==> config.mk <==
export PLATFORM = sky130hd
export DESIGN_NAME = psum_accumulator
export DESIGN_NICKNAME = d
export VERILOG_FILES = /design/src/rtl/mac_pkg.sv /design/src/rtl/psum_saturate.sv /design/src/rtl/psum_accumulator.sv
export SDC_FILE = /design/constraint.sdc
export NUM_CORES = 1
export LEC_CHECK = 0
export BUFFER_PORTS_ARGS = -buffer_cell sky130_fd_sc_hd__buf_4
export CORE_ASPECT_RATIO = 0.8
export CORE_MARGIN = 2
export CORE_UTILIZATION = 50
export CTS_CLUSTER_SIZE = 24
export DETAILED_ROUTE_END_ITERATION = 8
export GPL_TIMING_DRIVEN = 0
export PLACE_DENSITY = 0.79
export SYNTH_ARGS = -nofsm -noshare
export SYNTH_HDL_FRONTEND = slang
export SYNTH_SLANG_ARGS = --single-unit
==> constraint.sdc <==
create_clock -name clk -period 2.8 [get_ports clk]
set_input_delay 0.14 -clock clk [delete_from_list [all_inputs] [get_ports clk]]
set_output_delay 0.14 -clock clk [all_outputs]
set_load 0.03 [all_outputs]
==> src/rtl/mac_pkg.sv <==
// Shared MAC datapath types, widths and saturation helpers.
package mac_pkg;

  localparam int PSUM_W = 13;
  localparam int SUM_W  = 14;
  localparam int Q_W    = 8;

  typedef logic signed [PSUM_W-1:0] psum_t;
  typedef logic signed [Q_W-1:0]    qout_t;

  localparam psum_t SAT_MAX = 13'sd4095;
  localparam psum_t SAT_MIN = -13'sd4095 - 13'sd1;

  // Clip a 14-bit two's complement sum into 13 bits; the top two bits
  // differing is the only overflow case.
  function automatic psum_t sat14to13(input logic [SUM_W-1:0] s);
    psum_t v;
    case (s[SUM_W-1:SUM_W-2])
      2'b01:   v = SAT_MAX;
      2'b10:   v = SAT_MIN;
      default: v = s[PSUM_W-1:0];
    endcase
    return v;
  endfunction

  // Arithmetic shift then clip to the signed 8-bit output range.
  function automatic qout_t clip8(input psum_t v, input int unsigned sh);
    psum_t t;
    qout_t q;
    t = v >>> sh;
    if (t > 13'sd127)       q = 8'sd127;
    else if (t < -13'sd128) q = -8'sd128;
    else                    q = t[Q_W-1:0];
    return q;
  endfunction

endpackage

==> src/rtl/psum_saturate.sv <==
// Combinational 14->13 bit saturation with overflow indication.
module psum_saturate
  import mac_pkg::*;
(
  input  logic [SUM_W-1:0]  i_sum,
  output logic [PSUM_W-1:0] o_sat,
  output logic              o_hit
);

  assign o_sat = sat14to13(i_sum);
  assign o_hit = i_sum[SUM_W-1] ^ i_sum[SUM_W-2];

endmodule

==> src/rtl/psum_accumulator.sv <==
// Partial-sum accumulator: holds the feedback sum across channel passes and
// emits a registered, optionally ReLU'd and quantized result per pixel.
//
// state | meaning
// IDLE  | pass_cnt == 0, pre_output == 0, waiting for the first pass
// ACCUM | pass_cnt 1..NUM_PASS-1, pre_output holds the running sum
// (the output slot is tracked separately by out_valid)
module psum_accumulator
  import mac_pkg::*;
#(
  parameter int NUM_PASS  = 3,
  parameter int RELU_EN   = 1,
  parameter int OUT_SHIFT = 5
)
(
  input  logic        clk,
  input  logic        reset,
  input  logic [13:0] sum_in,
  input  logic        in_valid,
  output logic        in_ready,
  input  logic        flush,
  output logic [12:0] pre_output,
  output logic        out_valid,
  input  logic        out_ready,
  output logic [12:0] result,
  output logic [7:0]  result_q,
  output logic        sat_flag,
  output logic [7:0]  pass_cnt
);

  generate
    if (NUM_PASS < 2 || NUM_PASS > 255) begin : g_bad_num_pass
      $error("psum_accumulator: NUM_PASS must be in 2..255");
    end
  endgenerate

  localparam logic [7:0] LAST_PASS = 8'(NUM_PASS - 1);

  logic [7:0]  r_pass_cnt, w_cnt_nxt;
  logic [12:0] r_pre, w_pre_nxt;
  logic        r_sticky, w_sticky_nxt;

  logic        r_out_valid;
  logic [12:0] r_result;
  logic [7:0]  r_result_q;
  logic        r_sat_flag;

  logic [12:0] w_sat;
  logic        w_hit;
  logic        w_last;
  logic        w_in_ready;
  logic        w_accept;
  logic        w_final_load;
  logic [12:0] w_relu;
  logic [7:0]  w_q;

  psum_saturate u_sat (
    .i_sum (sum_in),
    .o_sat (w_sat),
    .o_hit (w_hit)
  );

  assign w_last       = (r_pass_cnt == LAST_PASS);
  assign w_in_ready   = w_last ? (!r_out_valid || out_ready) : 1'b1;
  assign w_accept     = in_valid && w_in_ready;
  // A flush in the same cycle wins over the final pass.
  assign w_final_load = w_accept && w_last && !flush;
  assign w_relu       = ((RELU_EN != 0) && w_sat[12]) ? '0 : w_sat;
  assign w_q          = clip8($signed(w_relu), OUT_SHIFT);

  // State register: pass counter, feedback sum and sticky saturation.
  always_ff @(posedge clk or negedge reset) begin
    if (!reset) begin
      r_pass_cnt <= '0;
      r_pre      <= '0;
      r_sticky   <= 1'b0;
    end else begin
      r_pass_cnt <= w_cnt_nxt;
      r_pre      <= w_pre_nxt;
      r_sticky   <= w_sticky_nxt;
    end
  end

  // Next-state logic: advance on a non-final accept, clear on final or flush.
  always_comb begin
    w_cnt_nxt    = r_pass_cnt;
    w_pre_nxt    = r_pre;
    w_sticky_nxt = r_sticky;
    if (flush || (w_accept && w_last)) begin
      w_cnt_nxt    = '0;
      w_pre_nxt    = '0;
      w_sticky_nxt = 1'b0;
    end else if (w_accept) begin
      w_cnt_nxt    = r_pass_cnt + 8'd1;
      w_pre_nxt    = w_sat;
      w_sticky_nxt = r_sticky | w_hit;
    end
  end

  // Output logic: handshake and registered values onto the ports.
  always_comb begin
    in_ready   = w_in_ready;
    pre_output = r_pre;
    pass_cnt   = r_pass_cnt;
    out_valid  = r_out_valid;
    result     = r_result;
    result_q   = r_result_q;
    sat_flag   = r_sat_flag;
  end

  // Result slot: load on final accept (even while draining), else clear on take.
  always_ff @(posedge clk or negedge reset) begin
    if (!reset) begin
      r_out_valid <= 1'b0;
      r_result    <= '0;
      r_result_q  <= '0;
      r_sat_flag  <= 1'b0;
    end else if (w_final_load) begin
      r_out_valid <= 1'b1;
      r_result    <= w_relu;
      r_result_q  <= w_q;
      r_sat_flag  <= r_sticky | w_hit;
    end else if (out_ready) begin
      r_out_valid <= 1'b0;
    end
  end

endmodule

==> reports/results.ini, run 1 <==
[yosys]
yosysTopAreaCell=dfrtp_1
synth_top_area_frac=0.5501
synth_edf_count=0
synth_area_sq_um=1911
async_reset_ff_frac=1.000
postSynthAreaPerCell_sq_um=9.748
postSynthCellCount=196
dominantRegCellSynth=dfrtp_1
synth.distinct_cells=37
synth-seq-cells=42
yosysSeqAreaShare=0.5501
yosysWarnings=0
synth_area_leaders=dfrtp_1 (55%), nand2_1 (7.7%), o21ai_0 (6.3%), a21oi_1 (3.9%), ha_1 (3.3%)

[timing]
drv_slew=0
fmax_mhz=411.0
setup_violations=0
hold_viol_final=0
skew_ns=0.008064
finalSetupTns_ns=0
period_needed_ns=2.433
period_share=0.8690
rsz0062_at_grt=false
slew_headroom=0.6542
worstMarginPinSlew_ns=0.5188
fin_ws_ns=0.3667

[floorplan]
dieArea_sq_um=4335
coreArea_sq_um=3729
rows=20
start_util=0.5124
die_x_um=73.11
die_y_um=59.29
ioPinCount=64

[placement]
numPortBuffers=60
post-place-cells=301
hpwl_mm=3.189
placed_area_sq_um=2420
dp_slack_ns=0.4457
globalplace.congestion=0.8229

[worst_setup_path]
arrival_ns=2.59
critPathLaunchType=flip-flop
path_max_fanout=10
ff2ff_path_depth=8
cp-end-kind=flip-flop
cp.required_ns=2.96
critical_path_class=reg -> reg

[drt]
drt_wl_total_mm=4.421
ant_nets=0
drt-wirelength-per-cell_um=14.26
via_per_inst=5.255
drc=0
drt-pass1-iter-count=4
via_count=1629
drt_iter0_markers=123

[job]
cap_violations=0

[finish]
n_antenna_cell=0
postLayoutCellArea_sq_um=2536
syn_to_final_growth_pct=32.74
most-common-layout-cells=buf_4 (63), dfrtp_1 (42), nand2_1 (39)
final_common_cell=buf_4
layout.nets=289
drive_above_1_share=0.3045
layoutNonFillerInstCount=310

[clock_network]
clock_latency_ns=0.29
cts-buffers-inserted=5
cts_max_path_buffers=2
cts_sinks=42
clkSlewWorstSetupHoldPaths_ns=0.08
post_cts_buffers=0
tritoncts=yes
cts_root_buffer=clkbuf_8
htree_num_levels=2

[status]
status=completed

[global_route]
grt_max_degree=43
grt_pass1_wl_mm=7.065
antenna_found_initial=0
grt_usage=0.2179
grt-ovfl-total=0
grt_pass1_vias=1504

[min_path]
whs_path_depth=3
hp-class=in -> reg

[pwr]
power_leakage_nw=1.239
ir_drop_v=0.0003616
p_per_area_nw_per_um2=666.5

[sequential cells by signal, indices dropped and copies added, names as in the netlist]
register and flops:
out_valid 1, pass_cnt 8, pre_output 13, r_sticky 1, result 12, result_q 6
sat_flag 1
[where the power goes]
part	total, mW	internal [mW]	switching (mW)
registers	0.738	0.688	0.0499
clock network	0.462	0.267	0.195
logic	0.490	0.181	0.310
[logic make-up (layout without fill, tap and decap cells)]
group / after synthesis / in the layout / synth area share
compound gates: 54 / 54 / 0.1526
xor+xnor: 5 / 5 / 0.02292
fa+ha+maj: 5 / 5 / 0.03274
buf+inv: 17 / 86 / 0.05107
flops: 42 / 42 / 0.5501
mux: 2 / 2 / 0.01048
other cells: 1 / 2 / 0.001963
simple gates: 70 / 70 / 0.1781
[what timing repair did]
action                                 4_1_cts  5_1_grt
endpoints found under the hold margin       42        0
setup endpoints to repair                    0        0
hold buffers                                 1        0
gates resized for setup                      0        0
[metal layers]
layer | vias to the layer above | wire [um] | global-route usage
met2 | 44 | 2181 | 0.3256
met4 | 0 | 21 | 0.05556
met3 | 2 | 213 | 0.05612
li1 | 795 | - | -
met1 | 788 | 2005 | 0.3198
met5 | - | 0 | 0
[worst paths after layout]
path | startpoint | end | slack, ns
worst max-delay path | pass_cnt[0] | pre_output[10] | 0.37
worst min-delay path | sum_in[1] | result[1] | 0.16
worst max register to register | pass_cnt[0] | pre_output[10] | 0.37
worst min register to register | pre_output[11] | pre_output[11] | 0.49
max in group asynchronous | reset | out_valid | 2.07
min in group asynchronous | reset | pre_output[6] | 0.36
[synthesized netlist by cell type, types with 2 or more instances]
library cell / number
nor2b_1: 4
inv_1: 3
nand4_1: 3
mux2i_1: 2
buf_2: 2
or3_1: 2
o21ai_0: 24
clkbuf_1: 6
dfrtp_1: 42
o21ai_1: 8
nand2b_1: 3
nand2_1: 39
ha_1: 5
xor2_1: 2
xnor2_1: 3
nor2_1: 9
a21oi_1: 15
or2_2: 3
buf_4: 3
[metrics by stage]
stage / hold WS [ns] / utilization / total power [mW]
5_1_grt: 0.1632 / 0.6802 / 1.769
3_3_place_gp: 0.1561 / 0.6490 / 1.230
4_1_cts: 0.1529 / 0.6802 / 1.694
2_1_floorplan: -0.1556 / - / 1.035
3_5_place_dp: 0.1492 / 0.6490 / 1.240
6_report: 0.1575 / 0.6802 / 1.690
[cell type report]
| cell class | instances | area (sq um) |
|---|---|---|
| fillers | 305 | 1192 |
| clock inverters | 1 | 30.03 |
| inverters | 3 | 11.26 |
| clock buffers | 7 | 76.32 |
| flip-flops and latches | 42 | 1051 |
| plain buffers | 14 | 86.33 |
| well taps | 44 | 55.05 |
| multi-input cells | 138 | 765.7 |
| repair buffers | 61 | 460.4 |
[worst max-delay path, cell delays in order (launching register included)]
cell and delay, ns:
dfrtp_1 0.44, inv_1 0.11, ha_1 0.14, or4b_1 0.41
buf_2 0.18, or2_2 0.34, nand2b_1 0.12, clkbuf_1 0.40
o21ai_0 0.17
(Power assumes the default switching activity.)
==> run 2: changes to the inputs <==
--- a/config.mk
+++ b/config.mk
@@ -6,7 +6,7 @@
 export NUM_CORES = 1
 export LEC_CHECK = 0
 export BUFFER_PORTS_ARGS = -buffer_cell sky130_fd_sc_hd__buf_4
-export CORE_ASPECT_RATIO = 0.8
+export CORE_ASPECT_RATIO = 1.2
 export CORE_MARGIN = 2
 export CORE_UTILIZATION = 50
 export CTS_CLUSTER_SIZE = 24
==> reports/results.ini, run 2 (synthesized netlist as in run 1, its figures left out) <==
[status]
status=completed

[clock_network]
cts-buffers-inserted=5  ; unchanged
cts-hold-fix-buffers=1  ; unchanged
cts_sinks=42  ; unchanged
htree_num_levels=2  ; unchanged
clock_latency_ns=0.29  ; about the same
post_cts_buffers=0  ; unchanged
cts_max_path_buffers=2  ; unchanged
tritoncts=yes
cts_root_buffer=clkbuf_8
cts.repair.resized=0  ; unchanged
clkSlewWorstSetupHoldPaths_ns=0.08  ; about the same

[drt]
ant_nets=0  ; unchanged
drt_iter0_markers=102  ; -17%
via_count=1641  ; +0.74%
drt-pass1-iter-count=4  ; unchanged
drt_wl_total_mm=4.358  ; -1.4%
drt-wirelength-per-cell_um=13.70  ; -3.9%
drc=0  ; unchanged
via_per_inst=5.160  ; -1.8%

[worst_setup_path]
critPathCapture=pre_output[11]
cp-end-kind=flip-flop
regToRegEndpoint=pre_output[11]
startpoint=pass_cnt[0]
path_max_fanout=10  ; unchanged
cp.required_ns=2.96  ; about the same
arrival_ns=2.59  ; about the same
reg2reg_slack_ns=0.37  ; about the same
r2r-start=pass_cnt[0]
critPathLaunchType=flip-flop
critical_path_class=reg -> reg
ff2ff_path_depth=8  ; unchanged

[timing]
skew_ns=0.005475  ; -0.002589 ns
fin_ws_ns=0.3719  ; +0.005182 ns
rsz0062_at_grt=false
finalSetupTns_ns=0  ; unchanged
fmax_mhz=411.8  ; +0.21%
period_share=0.8672  ; -0.001851
period_needed_ns=2.428  ; -0.005182 ns
setup_violations=0  ; unchanged
drv_slew=0  ; unchanged
slew_headroom=0.6493  ; -0.004886
worstMarginPinSlew_ns=0.5261  ; +0.007330 ns
hold_ws_ns=0.1330  ; -0.02452 ns
hold_viol_final=0  ; unchanged

[finish]
n_fill_cell=323  ; +5.9%
post-route-util=0.6919  ; +0.01174
layout.nets=289  ; unchanged
final_common_cell=buf_4
most-common-layout-cells=buf_4 (63), dfrtp_1 (42), nand2_1 (39)
n_antenna_cell=0  ; unchanged
layoutNonFillerInstCount=318  ; +2.6%
drive_above_1_share=0.3120  ; +0.007519
largest_register_ffs=13  ; unchanged
syn_to_final_growth_pct=32.68  ; about the same

[global_route]
grt_max_degree=43  ; unchanged
grt_usage=0.2283  ; +0.01036
grt_pass1_wl_mm=7.348  ; +4.0%
grt_pass1_vias=1565  ; +4.1%
antenna_found_initial=0  ; unchanged
grt-ovfl-total=0  ; unchanged

[floorplan]
die_x_um=60.43  ; -17%
rows=24  ; +20%
ioPinCount=64  ; unchanged
start_util=0.5215  ; +0.009100
die_y_um=71.72  ; +21%
dieArea_sq_um=4334  ; about the same
coreArea_sq_um=3664  ; -1.7%

[placement]
numPortBuffers=60  ; unchanged
post-place-cells=309  ; +2.7%
globalplace.congestion=0.8462  ; +2.8%
dp_slack_ns=0.3981  ; -0.04762 ns
hpwl_mm=3.191  ; about the same

[pwr]
power_switching_uw=567.7  ; +2.3%
pwr-share-seq=0.453  ; +0.017
p_per_area_nw_per_um2=644.8  ; -3.3%
comb_power_share=0.298  ; +0.008
power_leakage_nw=1.234  ; -0.42%
p_clk_frac=0.249  ; -0.024
netSwitchingFraction=0.3474  ; +0.01909
ir_drop_v=0.0004552  ; +26%
p_int_mw=1.067  ; -6.1%

[min_path]
hp-class=in -> reg

[job]
cap_violations=0  ; unchanged

==> run 2: cell count changes in the layout (fill, tap and decap cells not counted), sizes merged <==
cell and delta:
bufinv -1, clkbuf -1, clkinv +1, clkinvlp +1
==> run 2: layout make-up <==
type,instances,area (sq um),area share
Multi-Input combinational cell,138,765.7,0.3021
Clock buffer,6,82.58,0.03258
Tap cell,52,65.06,0.02567
Timing Repair Buffer,61,460.4,0.1816
Buffer,14,86.33,0.03406
Inverter,3,11.26,0.004442
Clock inverter,2,12.51,0.004936
Sequential cell,42,1051,0.4146
==> run 2: power groups by stage <==
stage	sequential, mW	combinational, mW	clock, mW
6_report	0.741	0.487	0.407
3_3_place_gp	0.751	0.482	0
5_1_grt	0.750	0.525	0.440
2_1_floorplan	0.906	0.130	0
3_5_place_dp	0.751	0.491	0
4_1_cts	0.741	0.492	0.414
==> run 2: worst min path at each step <==
stage          startpoint     endpoint  slack [ns]  cells after the start
6_report        sum_in[2]    result[2]        0.13                      3
5_1_grt         sum_in[3]    result[3]        0.16                      3
4_1_cts         sum_in[2]    result[2]        0.13                      3
3_5_place_dp        reset  pass_cnt[3]        0.16                      1
3_3_place_gp        reset  pass_cnt[3]        0.15                      1
2_1_floorplan       reset    out_valid       -0.16                      0
==> run 2: per-layer routing <==
metal  global-route usage  routed length, um  vias up
li1                     -                  -      794
met1               0.2906               1761      782
met2               0.3659               2228       56
met3              0.04693                263        9
met4               0.1111                104        0
met5                    0                  0        -
==> run 2: worst max-delay path, cell delays in order, from the launching register on <==
cell and delay [ns]:
dfrtp_1 0.44, inv_1 0.10, ha_1 0.14, or4b_1 0.43, buf_2 0.18, or2_2 0.34
nand2b_1 0.14, clkbuf_1 0.37, o21ai_0 0.16
==> run 2: per-stage QoR <==
stage	cell area (sq um)	total power, mW
5_1_grt	2535	1.715
4_1_cts	2535	1.647
6_report	2535	1.634
3_5_place_dp	2430	1.242
3_3_place_gp	2430	1.233
2_1_floorplan	1914	1.035
==> run 3: changes to the inputs <==
--- a/config.mk
+++ b/config.mk
@@ -5,14 +5,14 @@
 export SDC_FILE = /design/constraint.sdc
 export NUM_CORES = 1
 export LEC_CHECK = 0
-export BUFFER_PORTS_ARGS = -buffer_cell sky130_fd_sc_hd__buf_4
+export BUFFER_PORTS_ARGS = -buffer_cell sky130_fd_sc_hd__buf_2
 export CORE_ASPECT_RATIO = 1.2
 export CORE_MARGIN = 2
 export CORE_UTILIZATION = 50
-export CTS_CLUSTER_SIZE = 24
 export DETAILED_ROUTE_END_ITERATION = 8
 export GPL_TIMING_DRIVEN = 0
 export PLACE_DENSITY = 0.79
+export SKIP_LAST_GASP = 1
 export SYNTH_ARGS = -nofsm -noshare
 export SYNTH_HDL_FRONTEND = slang
 export SYNTH_SLANG_ARGS = --single-unit
==> reports/results.ini, run 3 (synthesized netlist as in run 1, its figures left out) <==
[status]
status=completed

[finish]
post-route-util=0.6486  ; -0.04337
largest_register_ffs=13  ; unchanged
n_antenna_cell=0  ; unchanged
final_common_cell=buf_2
layout.nets=289  ; unchanged
postLayoutCellArea_sq_um=2376  ; -6.3%
n_fill_cell=329  ; +1.9%
most-common-layout-cells=buf_2 (62), dfrtp_1 (42), nand2_1 (39)
syn_to_final_growth_pct=24.36
drive_above_1_share=0.3083  ; -0.003759

[global_route]
grt-ovfl-total=0  ; unchanged
grt_usage=0.2267  ; -0.001625
grt_pass1_vias=1615  ; +3.2%
grt_pass1_wl_mm=7.265  ; -1.1%
antenna_found_initial=0  ; unchanged
grt_max_degree=43  ; unchanged

[floorplan]
start_util=0.5215  ; unchanged
rows=24  ; unchanged
coreArea_sq_um=3664  ; unchanged
dieArea_sq_um=4334  ; unchanged
die_y_um=71.72  ; unchanged
ioPinCount=64  ; unchanged
die_x_um=60.43  ; unchanged

[timing]
setup_violations=0  ; unchanged
rsz0062_at_grt=false
drv_slew=0  ; unchanged
worstMarginPinSlew_ns=0.9283  ; +0.4022 ns
period_needed_ns=2.415  ; -0.01325 ns
fin_ws_ns=0.3852  ; +0.01325 ns
period_share=0.8624  ; -0.004732
hold_viol_final=0  ; unchanged
skew_ns=0.007919  ; +0.002445 ns
slew_headroom=0.3811  ; -0.2681
fmax_mhz=414.1  ; +0.55%
finalSetupTns_ns=0  ; unchanged

[placement]
globalplace.congestion=0.7997  ; -5.5%
dp_slack_ns=0.3801  ; -0.01800 ns
hpwl_mm=3.238  ; +1.5%
placed_area_sq_um=2280  ; -6.2%
numPortBuffers=60  ; unchanged

[clock_network]
cts_sinks=42  ; unchanged
htree_num_levels=2  ; unchanged
cts-buffers-inserted=5  ; unchanged
cts.repair.resized=0  ; unchanged
cts_max_path_buffers=2  ; unchanged
cts_root_buffer=clkbuf_8
clkSlewWorstSetupHoldPaths_ns=0.08  ; about the same
tritoncts=yes
clock_latency_ns=0.30  ; about the same

[pwr]
p_per_area_nw_per_um2=654.4  ; +1.5%
power_leakage_nw=1.212  ; -1.8%
p_total_mw=1.555  ; -4.9%
ir_drop_v=0.0003945  ; -13%

[worst_setup_path]
critPathCapture=pre_output[10]
regToRegEndpoint=pre_output[10]
startpoint=pass_cnt[0]
path_max_fanout=10  ; unchanged
cp-end-kind=flip-flop
ff2ff_path_depth=8  ; unchanged
arrival_ns=2.58  ; about the same
critPathLaunchType=flip-flop
critical_path_class=reg -> reg
reg2reg_slack_ns=0.39  ; about the same
r2r-start=pass_cnt[0]
cp.required_ns=2.97  ; about the same

[drt]
ant_nets=0  ; unchanged
drt-wirelength-per-cell_um=13.81  ; +0.73%
drt_iter0_markers=78  ; -24%
drt_wl_total_mm=4.390  ; +0.73%
via_per_inst=5.151  ; -0.18%
drc=0  ; unchanged
via_count=1638  ; -0.18%
drt-pass1-iter-count=4  ; unchanged

[min_path]
hp-class=in -> reg

[job]
cap_violations=0  ; unchanged

run 3: changes by cell type in the layout (fill, tap and decap cells not counted):
cell,before,now
buf_2,2,62
clkbuf_1,6,7
buf_4,63,3
clkinv_4,0,1
clkbuf_8,6,5
clkinvlp_4,1,0
run 3: worst min-delay path by stage:
| stage | startpoint | cells past startpoint | slack (ns) | end |
|---|---|---|---|---|
| floorplan | reset | 0 | -0.16 | out_valid |
| global placement | reset | 1 | 0.31 | pass_cnt[3] |
| detailed placement | reset | 1 | 0.32 | pass_cnt[3] |
| CTS | sum_in[4] | 3 | 0.12 | result[4] |
| global route | sum_in[5] | 3 | 0.17 | result[5] |
| finish | sum_in[4] | 3 | 0.13 | result[4] |
run 3: per-layer routing:
metal	vias to the layer above	GRT usage	routed length [um]
met3	6	0.07401	293
met1	780	0.2895	1746
met4	0	0.08696	62
li1	791	-	-
met5	-	0	0
met2	61	0.3563	2288
run 3: per-stage QoR:
stage	hold WS [ns]	std cells
CTS	0.1247	318
detailed placement	0.3185	309
floorplan	-0.1556	197
finish	0.1274	318
global route	0.1662	318
global placement	0.3146	309
run 3: power breakdown:
| part | internal (mW) | total, mW | switching, mW | leakage [nW] |
|---|---|---|---|---|
| clock network | 0.176 | 0.385 | 0.210 | 0.0452 |
| logic | 0.128 | 0.434 | 0.306 | 0.600 |
| registers | 0.688 | 0.736 | 0.0484 | 0.567 |
| total | 0.991 | 1.55 | 0.564 | 1.21 |
run 3: repair_timing:
action,4_1_cts,5_1_grt
setup buffers,0,0
hold endpoints to repair,21,0
hold buffers,1,0
run 3: cell type report:
| type | instances | area, sq um | share of cell area |
|---|---|---|---|
| timing repair buffer | 61 | 310.3 | 0.1306 |
| inverter | 3 | 11.26 | 0.004739 |
| clock inverter | 2 | 13.76 | 0.005793 |
| buffer | 14 | 86.33 | 0.03633 |
| tap | 52 | 65.06 | 0.02738 |
| multi-input combinational | 138 | 765.7 | 0.3223 |
| sequential | 42 | 1051 | 0.4423 |
| clock buffer | 6 | 72.57 | 0.03054 |
run 3: critical path, cell delays in order (launching register included):
cell	delay, ns
dfrtp_1	0.44
inv_1	0.10
ha_1	0.14
or4b_1	0.42
buf_2	0.18
or2_2	0.33
nand2b_1	0.14
clkbuf_1	0.37
o21ai_0	0.17
